## src/rtl/glitcher_pkg.sv

```systemverilog
// Shared types and constants for the glitcher: sequencer state encoding,
// default field widths and the UART command opcodes used by the decoder.
package glitcher_pkg;

    localparam int DEF_DELAY_W     = 16;
    localparam int DEF_WIDTH_W     = 8;
    localparam int DEF_COUNT_W     = 8;
    localparam int DEF_SYNC_STAGES = 2;

    typedef enum logic [2:0] {
        ST_IDLE  = 3'd0,
        ST_ARMED = 3'd1,
        ST_DELAY = 3'd2,
        ST_PULSE = 3'd3,
        ST_GAP   = 3'd4
    } state_e;

    // ASCII opcodes so the link can be driven by hand from a terminal.
    localparam logic [7:0] OP_SET_DELAY = 8'h44;  // 'D'
    localparam logic [7:0] OP_SET_WIDTH = 8'h57;  // 'W'
    localparam logic [7:0] OP_SET_GAP   = 8'h47;  // 'G'
    localparam logic [7:0] OP_SET_COUNT = 8'h43;  // 'C'
    localparam logic [7:0] OP_ARM       = 8'h41;  // 'A'
    localparam logic [7:0] OP_ABORT     = 8'h58;  // 'X'
    localparam logic [7:0] OP_STATUS    = 8'h53;  // 'S'

    function automatic logic is_busy_state(input state_e s);
        return (s == ST_DELAY) || (s == ST_PULSE) || (s == ST_GAP);
    endfunction

endpackage

```

## src/rtl/glitch_sequencer_trigger_sync.sv

```systemverilog
// Brings the asynchronous trigger pin into the clock domain and turns its
// rising edge into a registered one-cycle pulse.
module trigger_sync #(
    parameter int SYNC_STAGES = 2
) (
    input  logic clk,
    input  logic rst_n,
    input  logic async_in,
    output logic edge_out
);

    logic [SYNC_STAGES-1:0] sync_q, sync_d;
    logic                   lvl_q, lvl_d;
    logic                   lvl_prev_q, lvl_prev_d;
    logic                   edge_q, edge_d;

    // The level is retimed once more after the synchroniser so the edge
    // compare never looks at a flop that may still be resolving.
    always_comb begin
        sync_d     = {sync_q[SYNC_STAGES-2:0], async_in};
        lvl_d      = sync_q[SYNC_STAGES-1];
        lvl_prev_d = lvl_q;
        edge_d     = lvl_q & ~lvl_prev_q;
    end

    always_ff @(posedge clk) begin
        if (!rst_n) begin
            sync_q     <= '0;
            lvl_q      <= 1'b0;
            lvl_prev_q <= 1'b0;
            edge_q     <= 1'b0;
        end else begin
            sync_q     <= sync_d;
            lvl_q      <= lvl_d;
            lvl_prev_q <= lvl_prev_d;
            edge_q     <= edge_d;
        end
    end

    assign edge_out = edge_q;

endmodule

```

## src/rtl/glitch_sequencer.sv

```systemverilog
// Glitch pulse-train sequencer: latches delay/width/gap/count in IDLE, arms,
// waits for a trigger edge and emits the timed pulse train on glitch_out.
module glitch_sequencer
    import glitcher_pkg::*;
#(
    parameter int DELAY_W     = DEF_DELAY_W,
    parameter int WIDTH_W     = DEF_WIDTH_W,
    parameter int COUNT_W     = DEF_COUNT_W,
    parameter int SYNC_STAGES = DEF_SYNC_STAGES
) (
    input  logic               clk,
    input  logic               rst_n,
    input  logic               cfg_valid,
    output logic               cfg_ready,
    input  logic [DELAY_W-1:0] cfg_delay,
    input  logic [WIDTH_W-1:0] cfg_width,
    input  logic [DELAY_W-1:0] cfg_gap,
    input  logic [COUNT_W-1:0] cfg_count,
    input  logic               cmd_arm,
    input  logic               cmd_abort,
    input  logic               trigger_in,
    output logic               glitch_out,
    output logic               armed,
    output logic               busy,
    output logic               done,
    output logic               err,
    output state_e             dbg_state
);

    // Config handshake: a word transfers on every edge where cfg_valid and
    // cfg_ready are both high; cfg_ready is high exactly while in IDLE and
    // nothing is stalled, so the decoder may drop cfg_valid after one cycle.

    state_e state_q, state_d;

    logic [DELAY_W-1:0] cfg_delay_q, cfg_delay_d;
    logic [WIDTH_W-1:0] cfg_width_q, cfg_width_d;
    logic [DELAY_W-1:0] cfg_gap_q, cfg_gap_d;
    logic [COUNT_W-1:0] cfg_count_q, cfg_count_d;

    logic [DELAY_W-1:0] dly_cnt_q, dly_cnt_d;
    logic [WIDTH_W-1:0] width_cnt_q, width_cnt_d;
    logic [COUNT_W-1:0] rep_cnt_q, rep_cnt_d;

    logic glitch_q, glitch_d;
    logic armed_q, armed_d;
    logic busy_q, busy_d;
    logic done_q, done_d;
    logic err_q, err_d;
    logic cfg_ready_q, cfg_ready_d;

    logic               trig_edge;
    logic               cfg_take;
    logic [WIDTH_W-1:0] eff_width;
    logic [COUNT_W-1:0] rep_load;
    logic               dly_last;
    logic               pulse_last;
    logic               more_pulses;

    trigger_sync #(
        .SYNC_STAGES(SYNC_STAGES)
    ) u_trigger_sync (
        .clk     (clk),
        .rst_n   (rst_n),
        .async_in(trigger_in),
        .edge_out(trig_edge)
    );

    // A config written in the same cycle as the arm is the one checked.
    assign cfg_take    = cfg_valid && cfg_ready_q;
    assign eff_width   = cfg_take ? cfg_width : cfg_width_q;
    assign rep_load    = (cfg_count_q == '0) ? COUNT_W'(1) : cfg_count_q;
    assign dly_last    = (dly_cnt_q == DELAY_W'(1));
    assign pulse_last  = (width_cnt_q == WIDTH_W'(1));
    assign more_pulses = (rep_cnt_q > COUNT_W'(1));

    always_ff @(posedge clk) begin
        if (!rst_n) begin
            state_q     <= ST_IDLE;
            glitch_q    <= 1'b0;
            armed_q     <= 1'b0;
            busy_q      <= 1'b0;
            done_q      <= 1'b0;
            err_q       <= 1'b0;
            cfg_ready_q <= 1'b1;
        end else begin
            state_q     <= state_d;
            glitch_q    <= glitch_d;
            armed_q     <= armed_d;
            busy_q      <= busy_d;
            done_q      <= done_d;
            err_q       <= err_d;
            cfg_ready_q <= cfg_ready_d;
        end
    end

    always_comb begin
        state_d = state_q;
        unique case (state_q)
            ST_IDLE: begin
                if (cmd_arm && (eff_width != '0)) state_d = ST_ARMED;
            end
            ST_ARMED: begin
                if (trig_edge) state_d = (cfg_delay_q != '0) ? ST_DELAY : ST_PULSE;
            end
            ST_DELAY: begin
                if (dly_last) state_d = ST_PULSE;
            end
            ST_PULSE: begin
                if (pulse_last) begin
                    if (!more_pulses)          state_d = ST_IDLE;
                    else if (cfg_gap_q != '0)  state_d = ST_GAP;
                    else                       state_d = ST_PULSE;
                end
            end
            ST_GAP: begin
                if (dly_last) state_d = ST_PULSE;
            end
            default: state_d = ST_IDLE;
        endcase
        if (cmd_abort) state_d = ST_IDLE;
    end

    // Outputs are decoded from the next state and registered, so each one
    // changes on the same edge as the state it reflects.
    always_comb begin
        glitch_d    = (state_d == ST_PULSE);
        armed_d     = (state_d == ST_ARMED);
        busy_d      = is_busy_state(state_d);
        cfg_ready_d = (state_d == ST_IDLE);
        done_d      = (state_q == ST_PULSE) && pulse_last && !more_pulses && !cmd_abort;
        err_d       = (state_q == ST_IDLE) && cmd_arm && (eff_width == '0) && !cmd_abort;
    end

    always_ff @(posedge clk) begin
        if (!rst_n) begin
            cfg_delay_q <= '0;
            cfg_width_q <= '0;
            cfg_gap_q   <= '0;
            cfg_count_q <= '0;
            dly_cnt_q   <= '0;
            width_cnt_q <= '0;
            rep_cnt_q   <= '0;
        end else begin
            cfg_delay_q <= cfg_delay_d;
            cfg_width_q <= cfg_width_d;
            cfg_gap_q   <= cfg_gap_d;
            cfg_count_q <= cfg_count_d;
            dly_cnt_q   <= dly_cnt_d;
            width_cnt_q <= width_cnt_d;
            rep_cnt_q   <= rep_cnt_d;
        end
    end

    always_comb begin
        cfg_delay_d = cfg_delay_q;
        cfg_width_d = cfg_width_q;
        cfg_gap_d   = cfg_gap_q;
        cfg_count_d = cfg_count_q;
        if (cfg_take) begin
            cfg_delay_d = cfg_delay;
            cfg_width_d = cfg_width;
            cfg_gap_d   = cfg_gap;
            cfg_count_d = cfg_count;
        end
    end

    // dly_cnt serves both the initial delay and the inter-pulse gap.
    always_comb begin
        dly_cnt_d   = dly_cnt_q;
        width_cnt_d = width_cnt_q;
        rep_cnt_d   = rep_cnt_q;
        unique case (state_q)
            ST_ARMED: begin
                if (trig_edge) begin
                    rep_cnt_d   = rep_load;
                    dly_cnt_d   = cfg_delay_q;
                    width_cnt_d = cfg_width_q;
                end
            end
            ST_DELAY, ST_GAP: begin
                dly_cnt_d = dly_cnt_q - DELAY_W'(1);
                if (dly_last) width_cnt_d = cfg_width_q;
            end
            ST_PULSE: begin
                width_cnt_d = width_cnt_q - WIDTH_W'(1);
                if (pulse_last) begin
                    rep_cnt_d   = rep_cnt_q - COUNT_W'(1);
                    dly_cnt_d   = cfg_gap_q;
                    width_cnt_d = cfg_width_q;
                end
            end
            default: ;
        endcase
    end

    assign glitch_out = glitch_q;
    assign armed      = armed_q;
    assign busy       = busy_q;
    assign done       = done_q;
    assign err        = err_q;
    assign cfg_ready  = cfg_ready_q;
    assign dbg_state  = state_q;

endmodule
```

## config.mk

```make
export PLATFORM = sky130hd
export DESIGN_NAME = glitch_sequencer
export DESIGN_NICKNAME = d
export VERILOG_FILES = /design/src/rtl/glitcher_pkg.sv /design/src/rtl/glitch_sequencer_trigger_sync.sv /design/src/rtl/glitch_sequencer.sv
export SDC_FILE = /design/constraint.sdc
export NUM_CORES = 1
export LEC_CHECK = 0
export CAP_MARGIN = 10
export CORE_ASPECT_RATIO = 1.2
export CORE_MARGIN = 1.5
export CORE_UTILIZATION = 50
export CTS_CLUSTER_SIZE = 16
export DETAILED_ROUTE_END_ITERATION = 16
export GPL_TIMING_DRIVEN = 0
export PLACE_DENSITY = 0.77
export SLEW_MARGIN = 20
export SYNTH_ARGS = -nofsm -noshare
export SYNTH_HDL_FRONTEND = slang
export SYNTH_SLANG_ARGS = --single-unit
```

## constraint.sdc

```tcl
create_clock -name clk -period 2 [get_ports clk]
set_input_delay 0.4 -clock clk [delete_from_list [all_inputs] [get_ports clk]]
set_output_delay 0.4 -clock clk [all_outputs]
set_load 0.05 [all_outputs]
```

Word-level counts from Yosys, hierarchy flattened
Index checks and enable logic that the tools add are counted.
- bits in registers: 94
- bits in latches: 0
- memory bits (writable): 0
- ROM bits: 0
- bits of input ports: 54
- output and inout bits: 9
- word-level logic and storage cells: 83
- memories kept: 0
- $add $sub $neg: 3
- multiply operators: 0
- div/mod/pow operators: 0
- order comparisons: 1
- equality and inequality tests: 13
- shifts and indexed selects: 0
- multiplexer cells: 21
- bitwise operators: 2
- reduce and logical (&&, ||, !) cells: 25
- operators with widths (operator ; number):
    $mux 8 ; 7
    $pmux 16 s3 ; 1
    $mux 16 ; 2
    $reduce_bool 16->1 ; 2
    $pmux 8 s3 ; 1
    $mux 3 ; 7
    $eq 16x1->1 const B ; 1
    $logic_not 8->1 ; 2
    $pmux 8 s2 ; 1
    $sub 16x1->16 const B ; 1
    $sub 8x1->8 const B ; 2
    $eq 3x2->1 const B ; 4
    $pmux 3 s4 ; 1
    $reduce_and 3->1 ; 3
    $eq 8x1->1 const B ; 1
    $gt 8x1->1 const B ; 1
    $logic_and 1x1->1 ; 8
    $reduce_bool 8->1 ; 1
    $eq 3x1->1 const B ; 2
    $eq 3x3->1 const B ; 2
    $logic_not 3->1 ; 2
    $ne 2x1->1 const B ; 2
    $reduce_bool 3->1 ; 1
    $logic_not 1->1 ; 2
    7 further kinds ; 8

Depth between registers and ports, before layout
Gate-level depths: netlist of the first run.
- depth in word-level cells: 10
- depth in mapped cells: 9
- gate-level depth less buffers: 7

Modules after synthesis
Synthesis of the first run repeated with hierarchy kept, for this count alone.
- cells, all modules: 594
- area total of the unflattened synthesis: 4538.1 µm²
- modules (own cells, without submodules) (module ; times used ; cells an instance ; area each (µm²) ; sequential area each (µm²)):
    glitch_sequencer ; 1 ; 584 ; 4399.2 ; 1781.7
    trigger_sync ; 1 ; 10 ; 138.9 ; 100.1

Worst setup path before layout of the first run
Ideal clock, no wire load.
- path kind: flip-flop to flip-flop
- start point: register state_q[1] (netlist: dbg_state[1])
- end point: register cfg_ready_q (netlist: cfg_ready)
- library setup time: 122 ps
- arrival: 2070 ps
- data required time: 1878 ps
- slack: -192 ps
- stages on the path, launching flop included: 7
- buffers on the path: 1
- period minus slack after synthesis: 2192 ps
- path through: dfxtp_1 > clkbuf_1 > nand3b_1 > a31o_2 > o221a_2 > and2_1 > a311o_1
- word-level cells in the longest chain between the ends: 5
- elaborated cells between the ends (all ways): 13
- those cells by class: 4 x eq/ne; 6 x mux; 3 x reduce/logical
- RTL lines (item ; line ; source):
    from (decl) ; glitch_sequencer.sv:34 ; state_e state_q, state_d;
    from (signal assigned) ; glitch_sequencer.sv:87 ; state_q <= state_d;
    $eq 3x2->1 or $eq 3x3->1 (tied branches) ; glitch_sequencer.sv:99 ; unique case (state_q)
    $reduce_or 2->1 (no line) ; -- ;
    $pmux 3 s4 (*) ; glitch_sequencer.sv:99 ;
    $mux 3 (*) ; glitch_sequencer.sv:121 ; if (cmd_abort) state_d = ST_IDLE;
    $logic_not 3->1 (*) ; glitch_sequencer.sv:130 ; cfg_ready_d = (state_d == ST_IDLE);
    to (signal assigned) ; glitch_sequencer.sv:93 ; cfg_ready_q <= cfg_ready_d;
    to (decl) ; glitch_sequencer.sv:50 ; logic cfg_ready_q, cfg_ready_d;
Mark *: on every way between the ends. The rest lies on a longest branch, timed or not.
A chain may end at the register's enable or synchronous reset.

Final worst setup path of the first run
- start point: register dly_cnt_q[2]
- end point: register width_cnt_q[3]
- word-level cells in the longest chain between the ends: 3
- RTL lines (item ; line ; source):
    from (decl) ; glitch_sequencer.sv:41 ; logic [DELAY_W-1:0] dly_cnt_q, dly_cnt_d;
    from (signal assigned) ; glitch_sequencer.sv:149 ; dly_cnt_q <= dly_cnt_d;
    $eq 16x1->1 ; glitch_sequencer.sv:73 ; assign dly_last = (dly_cnt_q == DELAY_W'(1));
    $ne 2x1->1 (no line) ; -- ;
    $reduce_and 3->1 (no line) ; -- ;
    to (signal assigned) ; glitch_sequencer.sv:150 ; width_cnt_q <= width_cnt_d;
    to (decl) ; glitch_sequencer.sv:42 ; logic [WIDTH_W-1:0] width_cnt_q, width_cnt_d;
Every way passes these cells.

==> results_dict.tcl, run 1 <==
set metrics [dict create \
    critPathArrivalTime_ns 2.21 \
    fmax_ghz 0.5025 \
    drt-met1-wl_mm 5.661 \
    worstReg2RegEnd "width_cnt_q[3]" \
    route.vias.total 4987 \
    final_design_area_no_fill_um2 6038 \
    worstPathCellList "nor4_4 > nand4_2 > a221o_1 > buf_6 > buf_4 > a21oi_1 > o32ai_2" \
    drc 0 \
    io_pins 63 \
    final.hold.worst_slack_ns 0.3994 \
    yosys.cell_count.top_type "nand2_1" \
    numCtsBuffers 9 \
    post_drt_wl_per_cell_um 18.11 \
    class_of_the_tightest_hold_or_removal_check "reg2reg" \
    postSynthRegisterBits 94 \
    route.met3.wl_mm 1.002 \
    dpl.hpwl_mm 10.35 \
    clkTransAtPathRegs_ns 0.10 \
    fp.dieArea_um2 9974 \
    dpl_cell_area_um2 5455 \
    crit_path_max_fanout 7 \
    nFillCells 772 \
    synth_top_area_cell "dfxtp_1" \
    largest_net_degree_at_the_start_of_global_routing 17 \
    route.detailed.vias_per_inst 6.127 \
    core_region_area_um2 9081 \
    core.rowCount 38 \
    crit_required_ns 2.22 \
    wirelength_mm 14.74 \
    setup_viol_count_final 0 \
    clk_path_buf_depth 2 \
    synth.net_count 661 \
    area_of_the_mapped_netlist_um2 4691 \
    synth-edff-count 0 \
    post-route-period-util_pct 99.51 \
    worstReg2RegStart "dly_cnt_q[2]" \
    timing_hold_violations_final 0 \
    synth_area_leaders "dfxtp_1 (40%), nand2_1 (9.6%), a21oi_1 (9.2%)" \
    dominantRegCellSynth "dfxtp_1" \
    clock_insertion_delay_worst_skew_ns 0.37 \
    syn-mean-instance-area_um2 7.805 \
    outcome "finished, final reports clean" \
    yosysSeqAreaShare_pct 40.12 \
    grt_setup_unrepaired "true" \
    critical_path.startpoint_type "flop" \
    share_of_async_settable_or_async_resettable_flops_after_synthesis_pct 0 \
    grt_use_total_pct 29.67 \
    critPathSlowestCell "dfxtp_4" \
    number_of_inserted_diodes 0 \
    pwr_density_cell_nw_per_um2 601.3 \
    finalMaxSlewViolations 0 \
    power.leakage_nw 2.203 \
    cts_tree "done" \
    initialDrtViolationCount 433 \
    cp_slowest_stage_delay_ns 0.40 \
    placed_cells 782 \
    final.setup_skew_ns 0.01412 \
    drive_gt1_share_pct 16.86 \
    grt_remaining_overflow 0 \
    area.growth.synth_to_final_pct 28.73 \
    grt_pass1_vias 4668 \
    nets 750 \
    criticalPathCategory "reg2reg" \
    port_buffers 61 \
    1st_pass_router_iterations 6 \
    gpl.final_weighted_congestion 0.9700 \
    fin_tns_setup_ns 0 \
    htree_num_levels 3 \
    routed-wl-met2_mm 7.551 \
    final-instance-count-excl-fill 814 \
    reg2reg_depth 7 \
    yosys_warnings 0 \
    ff_latch_area_um2 1907 \
    hp-start "u_trigger_sync.lvl_prev_q" \
    source_of_the_critical_timing_path "dly_cnt_q[2]" \
    design_power_total_mw 3.631 \
    worstSetupEndpointType "flop" \
    finish.utilization_pct 66.49 \
    drtAntennaViolNets 0 \
    floorplan.initialDensity_pct 51.65 \
    multi_input_comb_area_um2 2805 \
    timing_worst_slew_pin_value_ns 0.7337 \
    dieHeight_um 109.1 \
    clk_root_buffer_cell "clkbuf_8" \
    reg2reg_setup_slack_ns 0.01 \
    synth_cells 601 \
    number_of_library_cell_types_mapped_by_synthesis 63 \
    maxCapViolCount 0 \
    grt_pass1_wl_mm 23.29 \
    synth_top_area_share_pct 40.12 \
    final.min_clock_period_ns 1.990 \
    cts.hold.buffers_added 0 \
    cts.sink_count 94 \
    die_x_um 91.42 \
    antenna_violations_before_repair 0 \
    preCtsSetupSlack_ns -0.3197 \
    topRoutingLayerUsed "met4" \
    timing.final.ws_setup_ns 0.009863 \
    relSlewSlack_pct 51.09 \
    ir_drop_uv 446.5 \
    synth.cells.most_frequent "nand2_1 (120), dfxtp_1 (94), a21oi_1 (86)" \
    min_delay_path_depth 1 \
    worst_hold_path.endpoint "u_trigger_sync.edge_out" \
]
[timing repair]
item,4_1_cts,5_1_grt
resized for setup,47,48
setup buffers,14,3
setup endpoints to repair,38,38
cloned,1,1
pin swaps,7,9
[sequential cells by signal (all words and copies together) (netlist names), 2 cells and up]
name and count:
cfg_width_q 8, rep_cnt_q 8, dly_cnt_q 16, u_trigger_sync.sync_q 2, width_cnt_q 8, cfg_delay_q 16, cfg_gap_q 16, cfg_count_q 8
dbg_state 3
[layout make-up]
cell class,count,share of cell area (%)
plain buffers,39,3.336
clock buffers,9,2.051
clock inverters,6,0.7667
inverters,14,0.8703
multi-input cells,452,46.46
flip-flops and latches,94,31.58
well taps,120,2.487
repair buffers,80,12.45
[logic make-up (layout without fill, tap and decap cells)]
kind of cell	after synthesis	after routing	share of synthesized area (%)
XOR/XNOR	1	1	0.1868
buffers and inverters	55	148	4.935
AND/OR/NAND/NOR	247	247	25.55
flip-flops	94	94	40.12
AO/OA/AOI/OAI	197	197	27.39
multiplexers	1	1	0.2134
adder cells (fa/ha/maj)	6	6	1.600
[cell usage in the layout, fill, tap and decap left out, drive strengths merged, types with 8 or more instances in the layout]
master         instances
nand2                120
dfxtp                 94
a21oi                 86
clkdlybuf4s50         59
clkbuf                38
nor2                  34
o21ai                 31
buf                   29
nor4                  23
nor3                  20
inv                   16
a22oi                 13
and2                  12
o2bb2ai                9
o22ai                  8
a211oi                 8
[critical path, delay by kind of cell, from the launching register on]
family | cells | cell delay [ns]
AOI/OAI and AO/OA | 3 | 0.66
buffers and inverters | 2 | 0.29
DFF | 1 | 0.40
and+or+nand+nor | 2 | 0.50
[how the worst max path moves through the flow]
stage	end	slack (ns)	cells past startpoint
after floorplan	cfg_ready	-0.005	6
after detailed placement	dly_cnt_q[15]	-0.32	5
after global routing	dly_cnt_q[15]	-0.03	6
after CTS	rep_cnt_q[5]	0.02	6
after global placement	rep_cnt_q[0]	-0.35	6
final	width_cnt_q[3]	0.01	7
[metal layers]
| metal | vias up | global-route usage (%) |
|---|---|---|
| met5 | - | 0 |
| met2 | 244 | 53.84 |
| met4 | 0 | 12.17 |
| met3 | 53 | 4.812 |
| li1 | 2353 | - |
| met1 | 2337 | 34.72 |
[report_power, final]
part	leakage [nW]	switching (mW)	internal (mW)
registers	0.775	0.0650	1.94
logic	1.35	0.243	0.210
clock network	0.0821	0.722	0.455
total	2.20	1.03	2.60
No activity file was read; power rests on OpenSTA's default activity.
==> run 2: changes to the inputs <==
--- a/config.mk
+++ b/config.mk
@@ -5,9 +5,8 @@
 export SDC_FILE = /design/constraint.sdc
 export NUM_CORES = 1
 export LEC_CHECK = 0
-export CAP_MARGIN = 10
+export CAP_MARGIN = 20
 export CORE_ASPECT_RATIO = 1.2
-export CORE_MARGIN = 1.5
 export CORE_UTILIZATION = 50
 export CTS_CLUSTER_SIZE = 16
 export DETAILED_ROUTE_END_ITERATION = 16
==> run 2 against run 1 <==
  * The run now ends with setup timing left
  * Cell area rose by 0.81%
  * Clock skew fell by 0.0073 ns
  * Maximum frequency fell by 1.2%
  * Via count fell by 1.3%
  * First-iteration DRC count fell by 9.0%
  * Sequential power barely moved
  * Power rose by 8.3%
  * Largest power group unchanged
  * Highest routed layer unchanged
==> results_dict.tcl, run 2 (same netlist as run 1, synthesis figures left out) <==
set metrics [dict create \
    outcome "complete, but fails checks" \
    failed_checks "setup timing" \
    worstSetupEndpointType "flop" \
    clock_insertion_delay_worst_skew_ns 0.37 \
    port_buffers 61 \
    grt_pass1_vias 4830 \
    clk_root_buffer_cell "clkbuf_8" \
    critical_path.startpoint_type "flop" \
    crit_required_ns 2.24 \
    route.detailed.vias_per_inst 6.060 \
    post-route-period-util_pct 100.8 \
    pwr_density_cell_nw_per_um2 646.2 \
    floorplan.initialDensity_pct 51.65 \
    layout.cells.most_common_list "nand2_1 (120), a21oi_1 (83), dfxtp_1 (80), clkdlybuf4s50_1 (59), nor2_1 (33)" \
    worstPathBufferInverterCount 2 \
    area.growth.synth_to_final_pct 29.77 \
    post_drt_wl_per_cell_um 18.22 \
    p_comb_share_pct 11.6 \
    power_switching_mw 1.037 \
    topRoutingLayerUsed "met4" \
    cts.hold.buffers_added 0 \
    clk_path_buf_depth 2 \
    drive_gt1_share_pct 17.05 \
    drc 0 \
    timing_hold_violations_final 0 \
    finalMaxSlewViolations 0 \
    final-instance-count-excl-fill 812 \
    placed_cells 782 \
    numCtsBuffers 9 \
    class_of_the_tightest_hold_or_removal_check "reg2reg" \
    cts.sink_count 94 \
    fmax_ghz 0.4963 \
    largest_net_degree_at_the_start_of_global_routing 17 \
    worstPathCellList "nor4_4 > nand4_2 > a221o_1 > buf_6 > buf_4 > a21oi_1 > o32ai_2" \
    timing.final.ws_setup_ns -0.01506 \
    grt_setup_unrepaired "true" \
    most_common_library_cell_in_the_layout_ignoring_fill_and_taps "nand2_1" \
    cpLargestDelayFamily "compound AO/OA/AOI/OAI gates" \
    wirelength_mm 14.79 \
    route.met3.wl_um 842 \
    timing_worst_slew_pin_value_ns 0.7133 \
    core.rowCount 38 \
    cp_slowest_stage_delay_ns 0.38 \
    routed-wl-met2_mm 7.424 \
    1st_pass_router_iterations 6 \
    route.vias.total 4921 \
    gpl.final_weighted_congestion 0.9684 \
    grt_use_total_pct 30.05 \
    critPathArrivalTime_ns 2.25 \
    share_clk_of_total_power_pct 37.4 \
    final.min_clock_period_ns 2.015 \
    dieHeight_um 108.1 \
    initialDrtViolationCount 394 \
    maxCapViolCount 0 \
    cts_tree "done" \
    dpl.hpwl_mm 10.32 \
    drt-met1-wl_mm 5.924 \
    fp.dieArea_um2 9774 \
    netSwitchingFraction_pct 26.35 \
    drtAntennaViolNets 0 \
    core_region_area_um2 9081 \
    htree_num_levels 3 \
    relSlewSlack_pct 52.45 \
    crit_path_max_fanout 7 \
    critPathSlowestCell "dfxtp_2" \
    grt_remaining_overflow 0 \
    setup_viol_count_final 3 \
    antenna_violations_before_repair 0 \
    criticalPathCategory "reg2reg" \
    clkTransAtPathRegs_ns 0.10 \
    io_pins 63 \
    top_regs "cfg_delay_q: 16 flops, cfg_gap_q: 16 flops, dly_cnt_q: 16 flops" \
    nets 747 \
    grt_pass1_wl_mm 23.32 \
    die_x_um 90.42 \
    dpl_cell_area_um2 5455 \
    sequentialPowerShare_pct 50.9 \
    nFillCells 759 \
    number_of_inserted_diodes 0 \
    final_design_area_no_fill_um2 6087 \
    power.leakage_nw 2.236 \
    ir_drop_uv 384.8 \
    final.setup_skew_ns 0.006770 \
    internal_power_mw 2.897 \
    ff_latch_area_um2 1907 \
    multi_input_comb_area_um2 2814 \
]
-- run 2: cell count changes in the layout (fill, tap and decap cells not counted), sizes merged --
cell,previous run,this run
clkinvlp,2,0
buf,29,26
clkinv,2,1
bufinv,0,2
dlymetal6s2s,1,2
dlygate4sd2,1,0
inv,16,17
clkbuf,38,39
-- run 2: power groups by stage --
stage / clock, mW / combinational (mW) / sequential [mW]
2_1_floorplan: 0 / 0.226 / 2.04
3_3_place_gp: 0 / 0.422 / 2.04
3_5_place_dp: 0 / 0.433 / 2.04
4_1_cts: 1.47 / 0.439 / 2.00
5_1_grt: 1.55 / 0.494 / 2.01
6_report: 1.47 / 0.458 / 2.00
-- run 2: final timing paths --
kind	startpoint	to	slack (ns)	cells past startpoint
max	dly_cnt_q[4]	width_cnt_q[4]	-0.02	7
max reg2reg	dly_cnt_q[4]	width_cnt_q[4]	-0.02	7
min reg2reg	u_trigger_sync.lvl_prev_q	u_trigger_sync.edge_out	0.39	1
min	u_trigger_sync.lvl_prev_q	u_trigger_sync.edge_out	0.39	1
-- run 2: through the flow --
step                      setup slack (ns)  setup TNS (ns)  utilization [%]  total power [mW]  hold WS, ns
after CTS                         0.001317               0            65.16             3.908       0.3931
after floorplan                  -0.004509       -0.004509                -             2.263       0.3674
after global placement             -0.3449          -11.81            60.07             2.465       0.3733
final                             -0.01506        -0.04257            67.03             3.934       0.3928
after detailed placement           -0.3704          -13.67            60.07             2.478       0.3759
after global routing              -0.06205         -0.4561            67.03             4.058       0.4174
-- run 2: layout make-up --
class,count,share of cell area (%)
buffer,39,3.309
multi-input combinational,452,46.23
sequential,94,31.33
clock buffer,10,2.261
tap,120,2.467
clock inverter,6,1.501
timing repair buffer,77,12.05
inverter,14,0.8633
-- run 2: per-layer routing --
metal / vias up / GRT usage (%)
li1: 2346 / -
met1: 2302 / 34.18
met2: 218 / 54.03
met3: 55 / 5.696
met4: 0 / 15.09
met5: - / 0
-- run 2: repair_timing --
action	in CTS	in global routing
pin swaps	7	7
setup buffers	13	2
gates cloned	1	0
endpoints found under the setup margin	37	40
gates resized for setup	40	57
==> run 3: changes to the inputs <==
--- a/config.mk
+++ b/config.mk
@@ -7,11 +7,12 @@
 export LEC_CHECK = 0
 export CAP_MARGIN = 20
 export CORE_ASPECT_RATIO = 1.2
-export CORE_UTILIZATION = 50
+export CORE_UTILIZATION = 55
 export CTS_CLUSTER_SIZE = 16
 export DETAILED_ROUTE_END_ITERATION = 16
+export DONT_BUFFER_PORTS = 1
 export GPL_TIMING_DRIVEN = 0
-export PLACE_DENSITY = 0.77
+export PLACE_DENSITY = 0.73
 export SLEW_MARGIN = 20
 export SYNTH_ARGS = -nofsm -noshare
 export SYNTH_HDL_FRONTEND = slang
==> run 3 against run 2 <==
  * The run now ends clean
  * Cell area down 10%
  * Power decreased by 12%
  * Worst hold slack got worse by 0.28 ns
  * Sequential share of layout area increased by 3.8 points
  * Global-route usage grew 1.8 points
  * Non-clock buffer count decreased by 62
  * Clock power fell by 23%
  * Core utilization fell by 0.47 points
  * Via count shrank 6.8%
  * Routed wire length down 5.5%
  * Combinational power decreased by 31%
  * Critical path depth rose by 1
==> results_dict.tcl, run 3 (same netlist as run 1, synthesis figures left out) <==
set metrics [dict create \
    critPathSlowestCell "dfxtp_4" \
    antenna_violations_before_repair 0 \
    route.detailed.vias_per_inst 6.183 \
    cts.hold.buffers_added 0 \
    largest_net_degree_at_the_start_of_global_routing 14 \
    top_regs "cfg_delay_q: 16 flops, cfg_gap_q: 16 flops, dly_cnt_q: 16 flops" \
    clk_root_buffer_cell "clkbuf_8" \
    grt_pass1_wl_mm 21.51 \
    number_of_inserted_diodes 0 \
    die_x_um 86.31 \
    dpl_cell_area_um2 4837 \
    ir_drop_uv 366.0 \
    relSlewSlack_pct 55.79 \
    timing.final.ws_setup_ns 0.03611 \
    power.leakage_nw 1.949 \
    critPathArrivalTime_ns 2.20 \
    route.vias.total 4588 \
    nets 685 \
    fp.dieArea_um2 8904 \
    post-route-period-util_pct 98.19 \
    pwr_density_cell_nw_per_um2 632.4 \
    class_of_the_tightest_hold_or_removal_check "in2reg" \
    fmax_ghz 0.5092 \
    cts_tree "done" \
    timing_worst_slew_pin_value_ns 0.6631 \
    dieHeight_um 103.2 \
    numCtsBuffers 9 \
    layout.cells.most_common_list "nand2_1 (120), a21oi_1 (81), dfxtp_1 (81), nor2_1 (33), o21ai_0 (27)" \
    cts.sink_count 94 \
    clkTransAtPathRegs_ns 0.09 \
    core_region_area_um2 8198 \
    grt_remaining_overflow 0 \
    core.rowCount 36 \
    port_buffers 0 \
    area.growth.synth_to_final_pct 16.32 \
    drc 0 \
    critical_path.startpoint_type "flop" \
    cp_slowest_stage_delay_ns 0.37 \
    crit_path_max_fanout 9 \
    drtAntennaViolNets 0 \
    grt_setup_unrepaired "true" \
    io_pins 63 \
    timing_hold_violations_final 0 \
    post_drt_wl_per_cell_um 18.83 \
    gpl.final_weighted_congestion 0.9429 \
    cpLargestDelayFamily "simple AND/OR/NAND/NOR gates" \
    worstPathCellList "inv_4 > ha_4 > nor3b_4 > nand4_4 > or3_4 > buf_6 > a221oi_1 > a211oi_2" \
    worstPathBufferInverterCount 2 \
    finalMaxSlewViolations 0 \
    final_design_area_no_fill_um2 5456 \
    floorplan.initialDensity_pct 57.22 \
    outcome "finished, final reports clean" \
    clk_path_buf_depth 2 \
    dpl.hpwl_mm 9.885 \
    drive_gt1_share_pct 17.99 \
    setup_viol_count_final 0 \
    criticalPathCategory "reg2reg" \
    htree_num_levels 3 \
    grt_pass1_vias 4468 \
    crit_required_ns 2.23 \
    final.setup_skew_ns 0.01192 \
    clock_insertion_delay_worst_skew_ns 0.37 \
    maxCapViolCount 0 \
    1st_pass_router_iterations 5 \
    worstSetupEndpointType "flop" \
    most_common_library_cell_in_the_layout_ignoring_fill_and_taps "nand2_1" \
    initialDrtViolationCount 289 \
    wirelength_mm 13.97 \
    preCtsSetupSlack_ns -0.5565 \
    grt_use_total_pct 31.85 \
    final.min_clock_period_ns 1.964 \
]
[run 3: changes by cell type in the layout (fill, tap and decap cells not counted), sizes merged]
cell           delta
clkinv            +1
dlymetal6s2s      -2
inv               -3
clkdlybuf4s50    -59
buf               +2
bufinv            -2
clkbuf            -1
[run 3: layout make-up]
cell class,count,area [um^2]
sequential,94,1918
multi-input combinational,452,2840
clock buffer,12,145.1
timing repair buffer,17,131.4
tap,114,142.6
buffer,37,214.0
clock inverter,2,10.01
fill,719,2741
inverter,14,55.05
[run 3: worst paths after layout]
check                            end                      start  slack [ns]  cells past startpoint
min reg2reg  u_trigger_sync.edge_out  u_trigger_sync.lvl_prev_q        0.39                      1
min                             done                  cmd_abort        0.11                      1
max reg2reg           width_cnt_q[1]               dly_cnt_q[1]        0.04                      8
max                   width_cnt_q[1]               dly_cnt_q[1]        0.04                      8
[run 3: routing by layer]
metal,vias up,share of wire (%),global-route usage [%]
li1,2235,-,-
met3,40,5.2,6.805
met4,0,3.4,16.15
met1,2148,40,34.23
met2,165,52,58.91
met5,-,0,0
[run 3: where the power goes]
group / internal [mW] / total, mW / leakage [nW] / switching, mW
clock: 0.470 / 1.13 / 0.0821 / 0.655
combinational: 0.117 / 0.315 / 1.09 / 0.198
sequential: 1.93 / 2.01 / 0.775 / 0.0806
total: 2.52 / 3.45 / 1.95 / 0.934
[run 3: per-stage QoR]
stage / util, % / power [mW] / TNS [ns] / cells / hold WS (ns)
6_report: 66.56 / 3.451 / 0 / 742 / 0.1128
3_5_place_dp: 59.00 / 2.360 / -15.31 / 715 / 0.3758
3_3_place_gp: 59.00 / 2.350 / -13.22 / 715 / 0.3734
4_1_cts: 63.89 / 3.437 / 0 / 739 / 0.1022
5_1_grt: 66.56 / 3.564 / -0.07671 / 742 / 0.1081
2_1_floorplan: - / 2.263 / -0.004509 / 601 / 0.3674
[run 3: timing repair]
action	in CTS	in global routing
hold endpoints to repair	0	0
setup buffers	12	5
pin swaps	5	11
resized for setup	50	59
endpoints found under the setup margin	60	56
